File: config.mk
export PLATFORM = sky130hd
export DESIGN_NAME = dcache_ctrl
export DESIGN_NICKNAME = d
export VERILOG_FILES = /design/src/rtl/dcache_pkg.sv /design/src/rtl/dcache_tag_array.sv /design/src/rtl/dcache_ctrl.sv
export SDC_FILE = /design/constraint.sdc
export NUM_CORES = 2
export LEC_CHECK = 0
export BUFFER_PORTS_ARGS = -buffer_cell sky130_fd_sc_hd__buf_4
export CAP_MARGIN = 20
export CORE_MARGIN = 4
export CORE_UTILIZATION = 40
export DETAILED_ROUTE_END_ITERATION = 16
export HOLD_SLACK_MARGIN = 0.15
export SLEW_MARGIN = 10
export SYNTH_ARGS = -nofsm -noshare
export SYNTH_HDL_FRONTEND = slang
export SYNTH_MEMORY_MAX_BITS = 65536
export SYNTH_SLANG_ARGS = --single-unit
File: constraint.sdc
create_clock -name clk -period 8.2 [get_ports clk]
set_input_delay 0.41 -clock clk [delete_from_list [all_inputs] [get_ports clk]]
set_output_delay 0.41 -clock clk [all_outputs]
set_load 0.005 [all_outputs]
File: src/rtl/dcache_pkg.sv
// Shared types and geometry for the direct-mapped, write-through data cache controller.
// Holds the FSM state encoding, default field widths and the address field-extraction helper.
package dcache_pkg;

  localparam int ADDR_W_D = 10;
  localparam int DATA_W_D = 32;
  localparam int LINES_D  = 32;
  localparam int WORDS_D  = 4;
  localparam int IDX_W_D  = $clog2(LINES_D);
  localparam int OFF_W_D  = $clog2(WORDS_D);
  localparam int TAG_W_D  = ADDR_W_D - IDX_W_D - OFF_W_D;

  typedef enum logic [1:0] {
    IDLE   = 2'b00,
    REFILL = 2'b01,
    WRITE  = 2'b10
  } state_t;

  // Extracts a width-bit field starting at bit lsb of a word address.
  function automatic int unsigned addr_field(input int unsigned addr,
                                             input int unsigned lsb,
                                             input int unsigned width);
    return (addr >> lsb) & ((32'd1 << width) - 32'd1);
  endfunction

endpackage

File: src/rtl/dcache_tag_array.sv
// Per-line valid/tag store: combinational hit lookup, synchronous tag write, async valid clear.
// Lookup is zero-latency; a write becomes visible to lookups on the cycle after the edge.
module dcache_tag_array #(
  parameter int LINES = 32,
  parameter int IDX_W = 5,
  parameter int TAG_W = 3
) (
  input  logic             clk,
  input  logic             RSTn,
  input  logic [IDX_W-1:0] i_lkp_idx,
  input  logic [TAG_W-1:0] i_lkp_tag,
  output logic             o_hit,
  input  logic             i_wr_en,
  input  logic [IDX_W-1:0] i_wr_idx,
  input  logic [TAG_W-1:0] i_wr_tag
);

  logic [LINES-1:0] r_valid;
  logic [TAG_W-1:0] r_tag [LINES];

  always_ff @(posedge clk or negedge RSTn) begin
    if (!RSTn) begin
      r_valid <= '0;
    end else if (i_wr_en) begin
      r_valid[i_wr_idx] <= 1'b1;
    end
  end

  // Tags need no reset: a line is only trusted once its valid bit is set.
  always_ff @(posedge clk) begin
    if (i_wr_en) begin
      r_tag[i_wr_idx] <= i_wr_tag;
    end
  end

  assign o_hit = r_valid[i_lkp_idx] && (r_tag[i_lkp_idx] == i_lkp_tag);

endmodule

File: src/rtl/dcache_ctrl.sv
// Data cache sequencer (direct-mapped, write-through, no-write-allocate); read hits are zero-latency,
// misses and stores stall the core until memory acks. Optional DCACHE_CTRL_STATS_EN adds hit/miss counters.
module dcache_ctrl
  import dcache_pkg::*;
#(
  parameter int ADDR_W = ADDR_W_D,
  parameter int DATA_W = DATA_W_D,
  parameter int LINES  = LINES_D,
  parameter int WORDS  = WORDS_D
) (
  input  logic              clk,
  input  logic              RSTn,
  input  logic              cpu_rd,
  input  logic              cpu_wr,
  input  logic [ADDR_W-1:0] cpu_addr,
  input  logic [DATA_W-1:0] cpu_wdata,
  output logic [DATA_W-1:0] cpu_rdata,
  output logic              stall,
  output logic              mem_req,
  output logic              mem_we,
  output logic [ADDR_W-1:0] mem_addr,
  output logic [DATA_W-1:0] mem_wdata,
  input  logic [DATA_W-1:0] mem_rdata,
  input  logic              mem_ack
`ifdef DCACHE_CTRL_STATS_EN
  ,
  output logic [31:0]       hit_cnt,
  output logic [31:0]       miss_cnt
`endif
);

  localparam int IDX_W = $clog2(LINES);
  localparam int OFF_W = $clog2(WORDS);
  localparam int TAG_W = ADDR_W - IDX_W - OFF_W;

  state_t              r_state;
  logic [OFF_W-1:0]    r_cnt;
  logic                r_wr_done;
  logic                r_mem_req;
  logic                r_mem_we;
  logic [ADDR_W-1:0]   r_mem_addr;
  logic [DATA_W-1:0]   r_mem_wdata;
  logic [DATA_W-1:0]   r_data [LINES*WORDS];

  logic [TAG_W-1:0]    w_tag;
  logic [IDX_W-1:0]    w_idx;
  logic [OFF_W-1:0]    w_off;
  logic [OFF_W-1:0]    w_cnt_nxt;
  logic                w_hit;
  logic                w_rd_req;
  logic                w_wr_req;
  logic                w_last_beat;
  logic                w_stall;
  logic [DATA_W-1:0]   w_rdata;

  assign w_tag       = TAG_W'(addr_field(32'(cpu_addr), IDX_W + OFF_W, TAG_W));
  assign w_idx       = IDX_W'(addr_field(32'(cpu_addr), OFF_W, IDX_W));
  assign w_off       = OFF_W'(addr_field(32'(cpu_addr), 0, OFF_W));
  assign w_cnt_nxt   = r_cnt + 1'b1;
  assign w_last_beat = (r_state == REFILL) && mem_ack && (r_cnt == OFF_W'(WORDS - 1));

  // The store just retired is still presented by the core for one IDLE cycle; r_wr_done absorbs it.
  assign w_wr_req = cpu_wr && !r_wr_done;
  assign w_rd_req = cpu_rd && !cpu_wr;

  dcache_tag_array #(
    .LINES (LINES),
    .IDX_W (IDX_W),
    .TAG_W (TAG_W)
  ) u_tags (
    .clk       (clk),
    .RSTn      (RSTn),
    .i_lkp_idx (w_idx),
    .i_lkp_tag (w_tag),
    .o_hit     (w_hit),
    .i_wr_en   (w_last_beat),
    .i_wr_idx  (r_mem_addr[OFF_W +: IDX_W]),
    .i_wr_tag  (r_mem_addr[ADDR_W-1 -: TAG_W])
  );

  always_comb begin
    w_stall = 1'b1;
    w_rdata = '0;
    if (r_state == IDLE) begin
      w_stall = w_wr_req || (w_rd_req && !w_hit);
      if (w_rd_req && w_hit) begin
        w_rdata = r_data[{w_idx, w_off}];
      end
    end
  end

  always_ff @(posedge clk or negedge RSTn) begin
    if (!RSTn) begin
      r_state     <= IDLE;
      r_cnt       <= '0;
      r_wr_done   <= 1'b0;
      r_mem_req   <= 1'b0;
      r_mem_we    <= 1'b0;
      r_mem_addr  <= '0;
      r_mem_wdata <= '0;
    end else begin
      r_wr_done <= 1'b0;
      case (r_state)
        IDLE: begin
          if (w_wr_req) begin
            r_state     <= WRITE;
            r_mem_req   <= 1'b1;
            r_mem_we    <= 1'b1;
            r_mem_addr  <= cpu_addr;
            r_mem_wdata <= cpu_wdata;
          end else if (w_rd_req && !w_hit) begin
            r_state    <= REFILL;
            r_mem_req  <= 1'b1;
            r_mem_we   <= 1'b0;
            r_cnt      <= '0;
            r_mem_addr <= {w_tag, w_idx, {OFF_W{1'b0}}};
          end
        end
        REFILL: begin
          if (mem_ack) begin
            r_cnt      <= w_cnt_nxt;
            r_mem_addr <= {r_mem_addr[ADDR_W-1:OFF_W], w_cnt_nxt};
            if (w_last_beat) begin
              r_state   <= IDLE;
              r_mem_req <= 1'b0;
            end
          end
        end
        WRITE: begin
          if (mem_ack) begin
            r_state   <= IDLE;
            r_mem_req <= 1'b0;
            r_mem_we  <= 1'b0;
            r_wr_done <= 1'b1;
          end
        end
        default: r_state <= IDLE;
      endcase
    end
  end

  always_ff @(posedge clk) begin
    if ((r_state == REFILL) && mem_ack) begin
      r_data[{r_mem_addr[OFF_W +: IDX_W], r_cnt}] <= mem_rdata;
    end else if ((r_state == IDLE) && w_wr_req && w_hit) begin
      r_data[{w_idx, w_off}] <= cpu_wdata;
    end
  end

`ifdef DCACHE_CTRL_STATS_EN
  logic [31:0] r_hit_cnt;
  logic [31:0] r_miss_cnt;

  always_ff @(posedge clk or negedge RSTn) begin
    if (!RSTn) begin
      r_hit_cnt  <= '0;
      r_miss_cnt <= '0;
    end else if (r_state == IDLE) begin
      if (w_rd_req && w_hit && (r_hit_cnt != 32'hFFFF_FFFF)) begin
        r_hit_cnt <= r_hit_cnt + 32'd1;
      end
      if (!w_wr_req && w_rd_req && !w_hit && (r_miss_cnt != 32'hFFFF_FFFF)) begin
        r_miss_cnt <= r_miss_cnt + 32'd1;
      end
    end
  end

  assign hit_cnt  = r_hit_cnt;
  assign miss_cnt = r_miss_cnt;
`endif

  assign cpu_rdata = w_rdata;
  assign stall     = w_stall;
  assign mem_req   = r_mem_req;
  assign mem_we    = r_mem_we;
  assign mem_addr  = r_mem_addr;
  assign mem_wdata = r_mem_wdata;

endmodule

=== Yosys cells after proc, flatten, opt, wreduce, memory -nomap -nowiden ===
Memory sizes are Yosys's and may differ from the RTL's.
Index checks and enable logic that the tools add are counted.

* Shift operators: 0
* Bitwise operators: 2
* Equal/unequal tests: 10
* Multipliers: 0
* Reduce and logical (&&, ||, !) cells: 27
* Div/mod/pow operators: 0
* Add/sub/neg operators: 1
* $lt $le $gt $ge: 3
* Muxes and demuxes: 42

{| class="wikitable"
|+ Operators by type and width
! operator !! count
|-
| $mux 32 || 3
|-
| $or 32x32->32 || 1
|-
| $reduce_or 32->1 || 1
|-
| $mux 1 || 20
|-
| $mux 10 || 2
|-
| $pmux 10 s2 || 1
|-
| $mux 2 || 9
|-
| $lt 5x6->1 const B || 2
|-
| $logic_and 1x1->1 || 10
|-
| $reduce_and 3->1 || 3
|-
| $reduce_and 4->1 || 2
|-
| $mux 7 || 1
|-
| $ne 2x2->1 const B || 3
|-
| $pmux 2 s3 || 1
|-
| $reduce_bool 2->1 || 3
|-
| $bmux 1 s5 || 1
|-
| $demux 1 s5 || 1
|-
| $ge 5x1->1 const B || 1
|-
| $reduce_and 5->1 || 1
|-
| $eq 2x2->1 const B || 2
|-
| $ne 2x1->1 const B || 2
|-
| $pmux 2 s2 || 1
|-
| $eq 3x3->1 || 1
|-
| $logic_not 1->1 || 3
|-
| 10 further kinds || 10
|}

* ROM bits: 0
* Register bits: 81
* Latch bits: 0
* Word-level logic and storage cells: 96
* Output and inout port bits: 77
* Memory bits (writable): 4,192
* Bits of input ports: 79
* Memories kept: 2

{| class="wikitable"
|+ Memories
! memory !! words !! width !! read ports !! clocked after memory_dff !! write ports !! RTL line !! source
|-
| r_data || 128 || 32 || 1 || 0 || 1 || dcache_ctrl.sv:43 || <nowiki>logic [DATA_W-1:0] r_data [LINES*WORDS];</nowiki>
|-
| u_tags.r_tag || 32 || 3 || 1 || 0 || 1 || dcache_tag_array.sv:19 || <nowiki>logic [TAG_W-1:0] r_tag [LINES];</nowiki>
|}

=== Longest topological paths before layout ===
* Depth after elaboration: 9
* Gate-level depth with buffers: 15
* Mapped depth without buffers: 9

=== Modules after synthesis ===
A second synthesis with hierarchy kept.

* Cells, all modules: 8,040
* Area total of the unflattened synthesis: 165,075.8 sq um

{| class="wikitable"
|+ By module, submodules not included
! module !! cells an instance !! instances !! seq. area each (sq um) !! area an instance (sq um)
|-
| dcache_ctrl || 7,724 || 1 || 124,224.1 || 159,867.1
|-
| dcache_tag_array || 316 || 1 || 3,683.5 || 5,208.7
|}

=== Worst setup path after synthesis ===
OpenSTA, ideal clock, no wires.

* Path type: input to register
* Start point: in cpu_addr[3]
* End point: mem r_data[71][0] in the netlist's numbering (enable)
* Setup time: 0.461 ns
* Required time: 7.739 ns
* Slack: 2.565 ns
* Cell stages on the path: 13
* Path buffers: 4
* Arrival time: 5.174 ns
* Cell sequence: buf_4 > and2_1 > buf_2 > a22oi_1 > a21oi_1 > nor4_2 > xor2_2 > or4_4 > buf_6 > nor3_4 > o21ai_1 > buf_2 > nor3_1

* Longest elaborated chain between the ends: 9
* Elaborated cells between the ends (all ways): 12
* Those cells by class: eq/ne (1); mux (7); reduce/logical (3); memory (1)

{| class="wikitable"
|+ RTL lines
! what !! RTL line !! source
|-
| start, declared || dcache_ctrl.sv:15 || <nowiki>input logic [ADDR_W-1:0] cpu_addr,</nowiki>
|-
| $mem_v2 32x3 / $bmux 1 s5 (equally long branches) || n/a ||
|-
| $eq 3x3->1 / $mux 1 (equally long branches) || dcache_tag_array.sv:36 || <nowiki>assign o_hit = r_valid[i_lkp_idx] && (r_tag[i_lkp_idx] == i_lkp_tag);</nowiki>
|-
| $logic_and 1x1->1 || dcache_tag_array.sv:36 ||
|-
| $logic_and 1x1->1 || dcache_ctrl.sv:145 || <nowiki>end else if ((r_state == IDLE) && w_wr_req && w_hit) begin</nowiki>
|-
| $mux 1 || dcache_ctrl.sv:145 ||
|-
| $mux 1 || dcache_ctrl.sv:143 || <nowiki>if ((r_state == REFILL) && mem_ack) begin</nowiki>
|-
| $mux 1 (implied by the code) || dcache_ctrl.sv:146 || <nowiki>r_data[{w_idx, w_off}] <= cpu_wdata;</nowiki>
|-
| $reduce_or 32->1 (no line) || n/a ||
|-
| $mux 7 (no line) / $mux 1 (equally long branches) || n/a ||
|-
| end, declared || dcache_ctrl.sv:43 ||
|}

Parallel ways exist; a longest one is shown, timed or not. The select of a mux whose other input is x is not followed.

=== Final worst setup path ===
* Start point: in cpu_addr[3]
* End point: out cpu_rdata[7]

* Longest elaborated chain between the ends: 6
* Elaborated cells between the ends (all ways): 9
* Those cells by class: eq/ne (1); mux (4); reduce/logical (2); memory (2)

{| class="wikitable"
|+ RTL lines
! what !! RTL line !! source
|-
| $mem_v2 32x3 / $bmux 1 s5 (equally long branches) || n/a ||
|-
| $eq 3x3->1 / $mux 1 (equally long branches) || dcache_tag_array.sv:36 ||
|-
| $logic_and 1x1->1 || dcache_tag_array.sv:36 ||
|-
| $logic_and 1x1->1 || dcache_ctrl.sv:86 || <nowiki>if (w_rd_req && w_hit) begin</nowiki>
|-
| $mux 32 * || dcache_ctrl.sv:86 ||
|-
| $mux 32 * || dcache_ctrl.sv:84 || <nowiki>if (r_state == IDLE) begin</nowiki>
|-
| end, declared || dcache_ctrl.sv:17 || <nowiki>output logic [DATA_W-1:0] cpu_rdata,</nowiki>
|}

Every way passes the cells marked *; elsewhere a longest branch is shown, timed or not. The select of a mux whose other input is x is not followed.

==> metrics <==
Synth Instances 6565; clk sink count 4273; Worst Skew about 0.060 ns; layout cells sized above 1 between 30 and 40%; headroom to the max-slew limit 21.5%; Reg2Reg Depth 10; Startpoint Class input pin; Synth area leaders edfxtp_1 77%, mux4_2 19%, dfrtp_1 1.2%, mux2_2 0.53%, clkbuf_1 0.52%; most frequent cells in the layout 4192 x edfxtp_1, 1352 x mux4_2, 430 x clkbuf_16; Comb pwr share 8.1%; Synth Net Count ~6600; io pins 156; Final Power 47.6 mW; clk buf depth 4; final hold violations 0; worst reg2reg setup slack roughly 2.8 ns; H-Tree Depth 5; PwrDens 253 mW/mm2; DRT Pass-1 Iters 6; max-slew violation count 0; Worst EP required 7.79 ns; Core Region around 0.4 mm2; unrepaired setup endpoints after global routing no; DR iter-0 viols 10000; synthesized flop and latch total 4273; Area Overhead vs Synth 14.7%; Ys Warns 0; Die X-Extent roughly 650 um; RR Endpoint r_data[21][28]$_DFFE_PP_; Clk network pwr share about two fifths; CP Buf/Inv Count 4; Max Freq 0.179 GHz; post-CTS sizing 0; outcome completed; worst-path fanout max 53; worst setup path start cpu_addr[3]; Placed Area 0.174 mm2; via/cell ratio 5.84; cell count along the critical path 12; later-pin clock latency in the skew report between 0.9 and 1 ns; Max VDD drop ~0.00018 V; fin util 46.2%; post-route cell area 0.188 mm2; Final min period 5.59 ns; Worst-path clk slew 0.06 ns; max cap viols 0; Port Buffers 155; Inserted Clock Buffers 421; fin crit share 68.2%; CP Class in2out; DR DRC count 0; syn_area_per_cell 25.0 um2; sw frac 22.9%; number of post-CTS setup repair buffers 0; dpl ws 2.21 ns; first-pass GRT wire length 610000 um; ys flop type edfxtp_1; routed vias about 75000; DRT Wirelength 437000 um; Hold Crit Class in2async; vias in the first global route about 76000; crit path setup slack, layout 2.61 ns; CP dominant cell by count buf_4; CTS Hold Bufs 44; area share of the leading cell type in the synthesized netlist 76.7%; grt total ovfl 0; reg2reg start r_state[1]$_DFFE_PN0P_; FP Rows around 230; Leakage 58.6 nW; largest area contributor in the synthesized netlist edfxtp_1; EDFF count, synth ~4200; largest net degree at the start of global routing 129; sequential area share after synthesis roughly 80%; die area 0.421 mm2; Setup violations, final 0; slowest stage cell, crit path nor2_1; initial antenna violation count 46; top cell family by delay on the critical path simple AND/OR/NAND/NOR gates; WL/cell roughly 34 um; clock root buffer clkbuf_16; Final TNS setup 0 ns; Final HPWL DP 259000 um; GRT Total Usage 20.6%; Filler Cell Count ~33000; TritonCTS clock tree yes; Nets just over 7000; ANT nets after route 0; Net Sw Power 10.9 mW; CP endpoint kind output port; sequential fraction of design power about 52%; commonest non-fill, non-tap cell in the layout edfxtp_1; Mapped Area 0.164 mm2; Slew @ Worst Pin roughly 1.2 ns; asr flop ratio synth under 10%; GPL Wtd Cong 0.869; Initial Util 40.3%; unique cell type count in the Yosys netlist 61; CP endpoint cpu_rdata[7]; largest stage delay on the critical path 0.86 ns; CP cell instances dlygate4sd3_1 > buf_8 > and2b_1 > a22oi_1 > a21boi_0 > nor4_2 > xnor2_1 > and3_1 > nand4_1 > buf_4 > nor2_1 > buf_4; internal power 36.7 mW; Data arrival, critical path 5.18 ns; Die Y 649 um
metal layers:
metal | up-vias | GRT usage, % | share of wire (%)
met4 | 10 | 7.59 | 4.1
li1 | 29700 | - | -
met2 | 3588 | 32.7 | 48
met3 | 634 | 3.92 | 8.7
met5 | - | 0 | 0.016
met1 | 41300 | 28.7 | 39
power groups by stage:
stage	Combinational (mW)	Sequential, mW	Clock (mW)
detailed placement	3.86	25.0	0
CTS	3.89	24.5	19.5
finish	3.86	24.5	19.2
global placement	3.72	25.0	0
floorplan	1.93	24.9	0
global route	4.03	24.5	20.4
cell type report:
| type | instances | area (um2) | area share [%] |
|---|---|---|---|
| repair buffers | 463 | 4130 | 2.19 |
| inverters | 9 | 46.3 | 0.0246 |
| well taps | 5428 | 6790 | 3.61 |
| diodes | 23 | 57.6 | 0.0306 |
| multi-input cells | 1918 | 35600 | 18.9 |
| clock inverters | 269 | 2580 | 1.37 |
| clock buffers | 508 | 11100 | 5.88 |
| flip-flops and latches | 4273 | 128000 | 68.0 |
state kept, by name (all words and copies together), names as in the netlist:
signal	flops
r_data	4096
r_state	2
mem_wdata	32
mem_we	1
mem_req	1
r_cnt	2
u_tags.r_tag	96
r_wr_done	1
u_tags.r_valid	32
mem_addr	10
worst register-to-register path: cells and delay by family (launching register included):
family,cells,cell delay [ns]
adder cells (fa/ha/maj),1,0.50
flip-flops,1,0.40
AND/OR/NAND/NOR,4,2.46
buffers and inverters,4,1.16
multiplexers,1,0.47
cell families after synthesis:
| family | after synthesis | share of synthesized area (%) |
|---|---|---|
| buffers and inverters | 374 | 0.950 |
| muxes | 1513 | 19.6 |
| xor gates and xnor gates | 2 | 0.0153 |
| and+or+nand+nor | 321 | 1.12 |
| AOI/OAI and AO/OA | 77 | 0.354 |
| DFF | 4273 | 77.9 |
| adders and majority gates | 5 | 0.0381 |
worst min path at each step:
stage | start | endpoint | slack (ns)
after floorplan | RSTn | mem_addr[0]$_DFFE_PN0P_ | 0.11
after global placement | RSTn | mem_addr[1]$_DFFE_PN0P_ | 0.32
after detailed placement | RSTn | mem_addr[1]$_DFFE_PN0P_ | 0.33
after CTS | RSTn | mem_wdata[27]$_DFFE_PN0P_ | 0.17
after global routing | mem_rdata[19] | r_data[87][19]$_DFFE_PP_ | 0.22
final | RSTn | mem_wdata[27]$_DFFE_PN0P_ | 0.20
Yosys cell counts, types with 7 or more instances:
cell,instances
inv_1,8
a21oi_1,14
nor2b_1,8
nand3_1,7
nor3_2,40
nor2_1,88
mux4_2,1352
nand2b_1,7
clkbuf_1,229
buf_6,9
a22oi_1,21
dfrtp_1,81
nand2_1,30
buf_1,85
mux2i_1,84
buf_2,36
nor3_1,83
or2_2,34
mux2_2,77
edfxtp_1,4192
metrics by stage:
stage | hold WS, ns | instances
floorplan | 0.114 | 6565
global placement | 0.324 | 12000
finish | 0.202 | 12900
CTS | 0.170 | 12900
detailed placement | 0.330 | 12000
global route | 0.219 | 12900
No activity file was read; power rests on OpenSTA's default activity.
